$ cat src/rtl/push_router.sv
// Routes words from one upstream source to four destination FIFOs through a
// 2-entry in-order buffer, honouring per-destination full/almost-full flags.
module push_router #(
    parameter int DATA_WIDTH = 6
) (
    input  logic                  clk,
    input  logic                  reset,
    input  logic [DATA_WIDTH-1:0] data_in,
    input  logic                  valid_in,
    output logic                  ready_out,
    input  logic [3:0]            full,
    input  logic [3:0]            almost_full,
    output logic [3:0]            push,
    output logic [DATA_WIDTH-1:0] data_out,
    output logic [1:0]            push_id,
    output logic [7:0]            push_total
);

    localparam logic [1:0] ST_EMPTY = 2'd0;
    localparam logic [1:0] ST_ONE   = 2'd1;
    localparam logic [1:0] ST_TWO   = 2'd2;

    logic [1:0]            state_reg, state_next;
    logic                  rd_ptr_reg, wr_ptr_reg;
    logic [3:0]            push_reg;
    logic [DATA_WIDTH-1:0] data_out_reg;
    logic [1:0]            push_id_reg;
    logic [7:0]            push_total_reg;

    logic                  accept;
    logic                  dispatch;
    logic [DATA_WIDTH-1:0] head;
    logic [1:0]            head_dest;

    // Registered-state only, so upstream never sees a path from full/almost_full.
    assign ready_out = ((state_reg == ST_EMPTY) || (state_reg == ST_ONE)) && !reset;
    assign accept    = valid_in && ready_out;

    genvar gi;
    generate
        for (gi = 0; gi < 2; gi++) begin : g_entry
            logic [DATA_WIDTH-1:0] entry_reg;
            always_ff @(posedge clk) begin
                if (accept && (int'(wr_ptr_reg) == gi)) begin
                    entry_reg <= data_in;
                end
            end
        end
    endgenerate

    assign head      = rd_ptr_reg ? g_entry[1].entry_reg : g_entry[0].entry_reg;
    assign head_dest = head[DATA_WIDTH-1:DATA_WIDTH-2];

    // Back-to-back pushes into a FIFO with one slot left would overflow it.
    assign dispatch = (state_reg != ST_EMPTY) && !full[head_dest] &&
                      !(push_reg[head_dest] && almost_full[head_dest]);

    always_comb begin
        state_next = state_reg;
        case (state_reg)
            ST_EMPTY: if (accept) state_next = ST_ONE;
            ST_ONE: begin
                if (accept && !dispatch)      state_next = ST_TWO;
                else if (dispatch && !accept) state_next = ST_EMPTY;
            end
            ST_TWO:   if (dispatch) state_next = ST_ONE;
            default:  state_next = ST_EMPTY;
        endcase
    end

    always_ff @(posedge clk) begin
        if (reset) begin
            state_reg      <= ST_EMPTY;
            rd_ptr_reg     <= 1'b0;
            wr_ptr_reg     <= 1'b0;
            push_reg       <= 4'b0;
            data_out_reg   <= '0;
            push_id_reg    <= 2'd0;
            push_total_reg <= 8'd0;
        end else begin
            state_reg <= state_next;
            if (accept) begin
                wr_ptr_reg <= ~wr_ptr_reg;
            end
            if (dispatch) begin
                rd_ptr_reg     <= ~rd_ptr_reg;
                push_reg       <= 4'b0001 << head_dest;
                data_out_reg   <= head;
                push_id_reg    <= head_dest;
                push_total_reg <= push_total_reg + 8'd1;
            end else begin
                push_reg <= 4'b0;
            end
        end
    end

    assign push       = push_reg;
    assign data_out   = data_out_reg;
    assign push_id    = push_id_reg;
    assign push_total = push_total_reg;

endmodule

$ cat config.mk
export PLATFORM = sky130hd
export DESIGN_NAME = push_router
export DESIGN_NICKNAME = d
export VERILOG_FILES = /design/src/rtl/push_router.sv
export SDC_FILE = /design/constraint.sdc
export NUM_CORES = 1
export LEC_CHECK = 0
export BUFFER_PORTS_ARGS = -buffer_cell sky130_fd_sc_hd__buf_2
export CAP_MARGIN = 20
export CELL_PAD_IN_SITES_DETAIL_PLACEMENT = 0
export CELL_PAD_IN_SITES_GLOBAL_PLACEMENT = 2
export CORE_MARGIN = 2
export CORE_UTILIZATION = 35
export CTS_CLUSTER_SIZE = 14
export DETAILED_ROUTE_END_ITERATION = 10
export HOLD_SLACK_MARGIN = 0.06
export PLACE_DENSITY = 0.82
export SETUP_SLACK_MARGIN = 0.5
export SLEW_MARGIN = 25
export SYNTH_ARGS = -nofsm -noshare
export SYNTH_HDL_FRONTEND = slang
export SYNTH_SLANG_ARGS = --single-unit
$ cat constraint.sdc
create_clock -name clk -period 2.68 [get_ports clk]
set_input_delay 0.402 -clock clk [delete_from_list [all_inputs] [get_ports clk]]
set_output_delay 0.402 -clock clk [all_outputs]
set_load 0.01 [all_outputs]
==> results.json <==
{
  "fin_tns_setup_ns": 0,
  "layout_worst_path_cycle_share_pct": 75.2,
  "drt.antenna.violating_nets": 0,
  "global_route_wire_length_before_repair_um": 4650,
  "synth_compound_area_share_pct": 9.92,
  "die_width_um": 68.6,
  "crit_path_end": "data_out[3]",
  "worst-r2r-cell-count": 6,
  "synth.avg_cell_area_sq_um": 11.3,
  "final-setup-viol-count": 0,
  "power.ir.vdd_worst_mv": 0.320,
  "route.detailed.wl_per_inst_um": 13.3,
  "clk_root_buffer_cell": "clkbuf_8",
  "first_global_vias": 1041,
  "grt_setup_unrepaired": "no",
  "report.final.hold_viol_count": 0,
  "start_util_pct": 36.6,
  "drtIter0Drc": 42,
  "dominant_combinational_cell_family_by_area_after_synthesis": "simple AND/OR/NAND/NOR gates",
  "port_buffers": 37,
  "fmax_mhz": 496,
  "route.vias.total": 1099,
  "grt_max_degree": 31,
  "outcome": "completed",
  "cts_resized": 0,
  "end_kind": "register",
  "fin_cells": 222,
  "remaining_drc_errors": 0,
  "largest_reg_flops": 12,
  "fp-row-count": 23,
  "area.growth.synth_to_final_pct": 21.1,
  "max_h_tree_level": 2,
  "synth_xor_area_share_pct": 1.80,
  "power-per-cell-area_mw_per_mm2": 627,
  "finish.net_count": 189,
  "routabilityCongestion": 0.750,
  "critical_path_peak_fanout": 10,
  "layout_utilization_pct": 44.3,
  "worst-setup-path-type": "register to register",
  "worst_skew_pair.late_latency_ns": 0.27,
  "maxSlewHeadroom_pct": 45.6,
  "synth_mux_area_share_pct": 12.6,
  "reg2reg_slack_ns": 0.67,
  "post-route-min-period_ns": 2.01,
  "cap_viol_max_count": 0,
  "skew_ns": 0.00363,
  "startpoint": "rd_ptr_reg",
  "hold_path_class": "input pin to register",
  "synth_area_sq_mm": 0.00146,
  "placed_cells": 214,
  "yosysSeqAreaShare_pct": 54.7,
  "globalRouteTotalUtil_pct": 13.6,
  "cts_tree": "built",
  "post_synth_fa_ha_maj_area_fraction_pct": 0.855,
  "first_pass_iters": 4,
  "drv_slew": 0,
  "worst-endpoint-required_ns": 2.87,
  "worst-endpoint-arrival_ns": 2.20,
  "totalWireLength_um": 2960,
  "r2r-start": "rd_ptr_reg",
  "cts_hold_buf": 0,
  "cts_inserted_buffers": 5,
  "core_area_sq_mm": 0.00400,
  "clock-sinks": 34,
  "mappedNetlistNets": 148,
  "synth_seq_cells": 34,
  "n_antenna_cell": 0,
  "r2r-end": "data_out[3]",
  "synth_cell_types": 32,
  "ys_warn_count": 0,
  "post_cts_buffers": 0,
  "p_leak_nw": 0.739,
  "die-height_um": 68.6,
  "clockBufferDepth": 2,
  "synthesis.instances": 130,
  "i_o_pin_count": 38,
  "die-area_sq_mm": 0.00471,
  "clk_pin_slew_worst_paths_ns": 0.06,
  "post_route_cells_drive_above_1_share_pct": 33.7,
  "detail_route.vias_per_cell": 4.95,
  "dp_hpwl_um": 2210,
  "globalRoute.totalOverflow": 0,
  "antenna_found_initial": 0,
  "yosys.area_share.simple_pct": 16.5,
  "timing.critical_path.from_type": "register",
  "worst-slew-pin-transition_ns": 0.810
}
==> cell type report <==
class                   instances  area, sq um
repair buffers                 41          215
inverters                       1         3.75
well taps                      50         62.6
clock buffers                   8         80.1
fillers                       406         2230
flip-flops and latches         34          801
multi-input cells              88          609
==> metrics by stage <==
stage | hold WS, ns | setup WS (ns) | instance area [sq um] | total power [W]
2_1_floorplan | 0.493 | 0.856 | 1460 | 0.000720
3_3_place_gp | 0.459 | 0.744 | 1690 | 0.000765
3_5_place_dp | 0.464 | 0.641 | 1690 | 0.000773
4_1_cts | 0.304 | 0.631 | 1770 | 0.00113
5_1_grt | 0.303 | 0.524 | 1770 | 0.00117
6_report | 0.314 | 0.666 | 1770 | 0.00111
==> routing by layer <==
metal / wire (um) / up-vias / track usage, %
met5: 0 / - / 0
met4: 26 / 0 / 5.25
met3: 201 / 2 / 5.36
met2: 1430 / 28 / 22.5
met1: 1300 / 514 / 15.8
li1: - / 555 / -
==> report_power, final <==
group	switching (W)	internal, W	total, W
logic	0.0000906	0.0000797	0.000170
clock network	0.000167	0.000184	0.000351
registers	0.0000239	0.000565	0.000589
==> critical path, cell delays in order, from the launching register on <==
cell	delay, ns
dfxtp_1	0.45
mux2_4	0.37
mux2i_1	0.15
o22ai_2	0.45
buf_4	0.26
nor2_1	0.05
a211oi_1	0.20
==> cells in the final DEF (no fill, tap or decap) <==
cell | synthesis | layout
a41o_1 | 1 | 1
a21oi_1 | 12 | 12
a31o_2 | 1 | 1
a211oi_1 | 4 | 4
nand2b_1 | 2 | 2
clkbuf_1 | 3 | 3
and2b_1 | 1 | 1
nor2b_1 | 5 | 5
nand2_1 | 3 | 3
clkbuf_8 | 0 | 5
buf_4 | 2 | 4
buf_2 | 0 | 37
nor2_1 | 15 | 15
nor3_1 | 6 | 6
ha_1 | 1 | 1
mux2i_1 | 9 | 9
o22ai_2 | 1 | 1
nand3_1 | 2 | 2
and3_1 | 2 | 2
inv_1 | 1 | 1
mux4_2 | 1 | 1
nor3b_1 | 2 | 2
mux2_2 | 5 | 5
nand4_1 | 3 | 3
xnor2_1 | 3 | 3
a311oi_1 | 1 | 1
nor4b_2 | 1 | 1
and4_1 | 1 | 1
mux2_4 | 1 | 1
o21ai_0 | 3 | 3
or2_2 | 2 | 2
edfxtp_1 | 12 | 12
dfxtp_1 | 22 | 22
==> synthesized netlist by cell type <==
cell	count	area share, %
dfxtp_1	22	30
nor2_1	15	3.8
a21oi_1	12	4.1
edfxtp_1	12	25
mux2i_1	9	6.2
nor3_1	6	2.1
mux2_2	5	3.8
nor2b_1	5	2.1
a211oi_1	4	2.1
clkbuf_1	3	0.77
nand2_1	3	0.77
nand4_1	3	1.3
o21ai_0	3	1.0
xnor2_1	3	1.8
and3_1	2	0.86
buf_4	2	1.0
buf_6	2	1.5
nand2b_1	2	0.86
nand3_1	2	0.68
nor3b_1	2	1.0
or2_2	2	0.86
a311oi_1	1	0.60
a31o_2	1	0.60
a41o_1	1	0.68
and2b_1	1	0.51
and4_1	1	0.60
ha_1	1	0.86
inv_1	1	0.26
mux2_4	1	1.0
mux4_2	1	1.5
nor4b_2	1	1.0
o22ai_2	1	0.86
==> logic make-up (layout without fill, tap and decap cells) <==
| kind of cell | count (synthesis) | in the layout |
|---|---|---|
| AOI/OAI and AO/OA | 23 | 23 |
| DFF | 34 | 34 |
| muxes | 16 | 16 |
| xor gates and xnor gates | 3 | 3 |
| adders and majority gates | 1 | 1 |
| buffers and inverters | 8 | 50 |
| and+or+nand+nor | 45 | 45 |
==> worst min path at each step <==
stage | startpoint | end | slack [ns] | cells after the start
after global routing | data_in[2] | g_entry[0].entry_reg[2] | 0.30 | 1
after floorplan | data_out[5] | data_out[5] | 0.49 | 2
after global placement | data_out[5] | data_out[5] | 0.46 | 2
after detailed placement | data_out[5] | data_out[5] | 0.46 | 2
after CTS | data_in[1] | g_entry[0].entry_reg[1] | 0.30 | 1
final | data_in[1] | g_entry[0].entry_reg[1] | 0.31 | 1
Note: power is estimated with default switching activity, not from simulation.
